File: src/rtl/pwm_duty_ramp.sv
// Prescaled tick, shadow frame counter and frame-synchronous duty slew for the PWM stage.
// Define PWM_DUTY_CLAMP_EN to limit accepted targets (and therefore tau) to MAX_DUTY.
`timescale 1ns/1ps
module pwm_duty_ramp #(
  parameter int N = 8,
  parameter int PRESC_W = 16,
  parameter logic [N-1:0] MAX_DUTY = {N{1'b1}}
) (
  input  logic               clk,
  input  logic               rst,
  input  logic [PRESC_W-1:0] presc,
  input  logic [N-1:0]       step,
  input  logic [N-1:0]       target,
  input  logic               target_valid,
  output logic               target_ready,
  output logic               en_out,
  output logic [N-1:0]       tau,
  output logic               frame_start,
  output logic               busy,
  output logic               done
);

  logic [PRESC_W-1:0] presc_cnt_reg;
  logic               en_out_reg;
  logic [N-1:0]       frame_cnt_reg;
  logic [N-1:0]       tau_reg;
  logic [N-1:0]       tgt_reg;
  logic               frame_start_reg;
  logic               busy_reg;
  logic               done_reg;

  logic               boundary;
  logic               accept;
  logic [N-1:0]       eff_step;
  logic [N-1:0]       tgt_in;
  logic [N-1:0]       tau_next;
  logic [N-1:0]       tgt_next;
  logic [N:0]         sum_up;
  logic [N:0]         diff_dn;

  assign boundary     = en_out_reg && (frame_cnt_reg == {N{1'b1}});
  assign target_ready = ~boundary;
  assign accept       = target_valid && target_ready;
  assign eff_step     = (step == '0) ? {{(N-1){1'b0}}, 1'b1} : step;

`ifdef PWM_DUTY_CLAMP_EN
  assign tgt_in = (target > MAX_DUTY) ? MAX_DUTY : target;
`else
  assign tgt_in = target;
`endif

  // Extra MSB catches overshoot above all-ones and borrow below zero.
  always_comb begin
    sum_up   = {1'b0, tau_reg} + {1'b0, eff_step};
    diff_dn  = {1'b0, tau_reg} - {1'b0, eff_step};
    tau_next = tau_reg;
    if (boundary) begin
      if (tau_reg < tgt_reg)
        tau_next = (sum_up > {1'b0, tgt_reg}) ? tgt_reg : sum_up[N-1:0];
      else if (tau_reg > tgt_reg)
        tau_next = (diff_dn[N] || (diff_dn[N-1:0] < tgt_reg)) ? tgt_reg : diff_dn[N-1:0];
    end
    tgt_next = accept ? tgt_in : tgt_reg;
  end

  always_ff @(posedge clk or negedge rst) begin
    if (!rst) begin
      presc_cnt_reg   <= '0;
      en_out_reg      <= 1'b0;
      frame_cnt_reg   <= '0;
      tau_reg         <= '0;
      tgt_reg         <= '0;
      frame_start_reg <= 1'b0;
      busy_reg        <= 1'b0;
      done_reg        <= 1'b0;
    end else begin
      if (presc_cnt_reg >= presc) begin
        presc_cnt_reg <= '0;
        en_out_reg    <= 1'b1;
      end else begin
        presc_cnt_reg <= presc_cnt_reg + 1'b1;
        en_out_reg    <= 1'b0;
      end
      if (en_out_reg)
        frame_cnt_reg <= frame_cnt_reg + 1'b1;
      tau_reg         <= tau_next;
      tgt_reg         <= tgt_next;
      frame_start_reg <= boundary;
      busy_reg        <= (tau_next != tgt_next);
      // Accepts never coincide with a boundary, so tgt_reg is stable here.
      done_reg        <= boundary && (tau_reg != tgt_reg) && (tau_next == tgt_reg);
    end
  end

  assign en_out      = en_out_reg;
  assign tau         = tau_reg;
  assign frame_start = frame_start_reg;
  assign busy        = busy_reg;
  assign done        = done_reg;

endmodule

File: config.mk
export PLATFORM = sky130hd
export DESIGN_NAME = pwm_duty_ramp
export DESIGN_NICKNAME = d
export VERILOG_FILES = /design/src/rtl/pwm_duty_ramp.sv
export SDC_FILE = /design/constraint.sdc
export NUM_CORES = 1
export LEC_CHECK = 0
export CAP_MARGIN = 20
export CORE_MARGIN = 2
export CORE_UTILIZATION = 45
export DETAILED_ROUTE_END_ITERATION = 8
export PLACE_DENSITY = 0.66
export SETUP_SLACK_MARGIN = 0.02
export SLEW_MARGIN = 5
export SYNTH_ARGS = -nofsm -noshare
export SYNTH_HDL_FRONTEND = slang
export SYNTH_SLANG_ARGS = --single-unit
export TNS_END_PERCENT = 20
File: constraint.sdc
create_clock -name clk -period 6.2 [get_ports clk]
set_input_delay 1.24 -clock clk [delete_from_list [all_inputs] [get_ports clk]]
set_output_delay 1.24 -clock clk [all_outputs]
set_load 0.03 [all_outputs]
==> impl_metrics.csv <==
group,metric,value,unit
drt,drc,0,
pwr,switching_share,34.3,%
global_route,grt_max_degree,45,
clocking,root_buffer,"clkbuf_8",
pwr,intPower,0.576,mW
status,status,"completed",
synthesis,synth_warnings,0,
synthesis,syn_avg_cell_area,8.88,µm²
hold_path,min_to,"frame_cnt_reg[7]",
synthesis,synth_fp_nets,561,
timing,holdWs,0.492,ns
pwr,pwr-share-comb,33.5,%
worst_setup_path,start_kind,"input pin",
cells_and_area,largest_reg_flops,16,
pwr,clkPwrFrac,26.3,%
place,io_buffers,47,
pwr,power_leakage,2.32,nW
worst_setup_path,ff2ff_path_depth,16,
drt,drt_iter0_markers,226,
floorplan,rows,34,
clocking,clock-sinks,44,
cells_and_area,final_cell_area,4870,µm²
global_route,grt_pass1_vias,3500,
place,place_inst,617,
cells_and_area,register_area,1100,µm²
drt,num_vias,3603,
global_route,overflow,0,
floorplan,die_x,99.8,µm
drt,viasPerCell,5.76,
cells_and_area,area_growth,17.9,%
clocking,cts_made_buffers,5,
drt,wirelength,10900,µm
hold_path,hp-class,"reg -> reg",
timing,slew_violations,0,
floorplan,die-area,9960,µm²
drt,dr.pass1.iters,5,
clocking,cts_tree,"built",
cells_and_area,stdcell_count,626,
synthesis,synth_area_leaders,"dfrtp_1, ha_1, xnor2_1",
cells_and_area,multi_input_area,2770,µm²
pwr,vdd_drop_max,109,µV
place,globalplace.congestion,0.919,
pwr,p_per_area,180,nW/µm²
cells_and_area,antenna_cells,0,
synthesis,yosys.area.top_type,"dfrtp_1",
cells_and_area,final_util,55.3,%
timing,tightest_slew,0.724,ns
timing,fin_skew,0.00955,ns
drt,ant_nets,0,
clocking,h-tree-depth,2,
synthesis,syn_inst,465,
synthesis,yosysTopAreaCellShare,26.7,%
worst_setup_path,critPathCaptureType,"register",
global_route,track_usage,22.7,%
worst_setup_path,required,6.42,ns
cells_and_area,fillCellCount,815,
floorplan,start_util,46.9,%
pwr,switching_power,0.301,mW
global_route,grt_pass1_wl,17700,µm
timing,layout_setup_ws,0.362,ns
synthesis,synthArstFlopShare,100,%
worst_setup_path,crit_fanout,6,
place,dpl.hpwl,8780,µm
pwr,pwr-share-seq,40.2,%
worst_setup_path,rrSetupSlack,1.69,ns
worst_setup_path,crit_arrival,6.06,ns
place,postPlaceCellArea,4730,µm²
timing,rsz0062_at_grt,"false",
drt,post_drt_wl_per_cell,17.4,µm
clocking,cts.clk_slew.worst_paths,0.09,ns
synthesis,ys_ff_latch,44,
global_route,antenna_found_initial,0,
synthesis,synth_ff_type,"dfrtp_1",
synthesis,synth_edf_count,0,
hold_path,hold_path_depth,1,
clocking,clk_latency,0.31,ns
clocking,cts_hold_repair.buffers,0,
timing,fin_crit_sh,94.2,%
worst_setup_path,r2r_end,"done",
synthesis,syn_area,4130,µm²
timing,hold_violations,0,
timing,setup_viol,0,
timing,max-slew-margin-rel,51.2,%
synthesis,ys_types,63,
worst_setup_path,reg2reg_from,"tau[0]",
floorplan,die_h,99.8,µm
synthesis,yosysSeqAreaShare,26.7,%
timing,fmax,0.171,GHz
floorplan,core-area,8810,µm²
clocking,clockBufferDepth,2,
timing,min_period,5.84,ns
hold_path,hp-start,"frame_cnt_reg[7]",
place,preCtsSetupSlack,-0.00688,ns
cells_and_area,drive_gt1_share,8.49,%
cells_and_area,final_nets,613,
flow_run,max-cap-violations,0,
floorplan,io_pins,48,
worst_setup_path,crit_type,"in -> reg",
synthesized netlist by cell type, drive strengths merged (4+ instances only):
library cell	n
a211oi	7
a21o	14
a21oi	21
a31oi	5
and2	5
and3	6
buf	5
clkbuf	7
dfrtp	44
ha	59
inv	52
mux2	11
mux2i	11
nand2	26
nand2b	5
nand3	21
nand4	14
nor2	40
nor3	4
o211ai	8
o21ai	11
or3	5
xnor2	23
xor2	15
cells in the final DEF, fill, tap and decap left out, types with 5 or more instances in the layout:
cell type        instances
o211ai_1                 7
clkdlybuf4s50_1         46
dfrtp_1                 44
buf_4                    9
mux2_2                  10
nor2_1                  40
nand2b_1                 5
a31oi_1                  5
inv_1                   52
and2_1                   5
a21o_1                  14
and3_1                   5
a21oi_1                 20
xnor2_1                 23
nand4_1                 14
nand3_1                 21
ha_1                    59
clkbuf_8                 5
mux2i_1                 11
xor2_1                  15
nand2_1                 25
o21ai_0                 10
layer usage:
| layer | track usage [%] | wire (µm) | share of wire, % |
|---|---|---|---|
| met4 | 6.43 | 176 | 1.6 |
| met2 | 35.8 | 4950 | 45 |
| met5 | 0 | 0 | 0 |
| met1 | 32.6 | 5250 | 48 |
| met3 | 3.41 | 553 | 5.1 |
final cells by class:
cell class / instances / area share [%]
Multi-Input combinational cell: 357 / 56.9
Clock inverter: 3 / 0.951
Inverter: 52 / 4.01
Sequential cell: 44 / 22.6
Timing Repair Buffer: 57 / 11.4
Tap cell: 108 / 2.77
Clock buffer: 5 / 1.41
how the worst max path moves through the flow:
stage	startpoint	end	slack, ns	cells past startpoint
after floorplan	step[2]	done	0.97	19
after global placement	step[4]	done	0.19	20
after detailed placement	step[4]	done	-0.007	20
after CTS	step[4]	done	0.33	20
after global routing	step[1]	done	0.03	20
final	step[4]	done	0.36	18
timing repair:
item / in CTS / in global routing
endpoints found under the setup margin: 0 / 2
setup buffers: 0 / 0
resized for setup: 0 / 2
critical path, stage by stage:
cell,delay (ns)
clkdlybuf4s50_1,0.44
nor4_1,0.31
a41o_1,0.25
ha_1,0.19
inv_1,0.06
fa_1,0.40
a21oi_1,0.24
o211ai_1,0.19
xor2_1,0.33
ha_1,0.31
a21o_1,0.17
a21oi_1,0.42
a21boi_0,0.23
and2_1,0.20
mux2_2,0.26
a311oi_1,0.31
o2111ai_1,0.22
nor4_2,0.29
through the flow:
stage                     setup TNS (ns)  power (mW)
after floorplan                        0       0.551
after global placement                 0       0.636
after detailed placement        -0.00688       0.645
after CTS                              0       0.882
after global routing                   0       0.936
final                                  0       0.877
cell families (layout without fill, tap and decap cells):
family	count (synthesis)	count (layout)	share of synthesized area, %
xor gates and xnor gates	38	38	8.06
adders and majority gates	61	61	18.8
buffers and inverters	64	117	6.42
AOI/OAI and AO/OA	98	98	17.4
and+or+nand+nor	138	138	16.8
muxes	22	22	5.76
DFF	44	44	26.7
power by group through the flow:
stage / sequential, mW / combinational [mW] / clock [mW]
6_report: 0.352 / 0.294 / 0.231
5_1_grt: 0.357 / 0.331 / 0.249
4_1_cts: 0.352 / 0.291 / 0.239
3_5_place_dp: 0.358 / 0.287 / 0
3_3_place_gp: 0.357 / 0.279 / 0
2_1_floorplan: 0.347 / 0.204 / 0
Note: power is estimated with default switching activity, not from simulation.
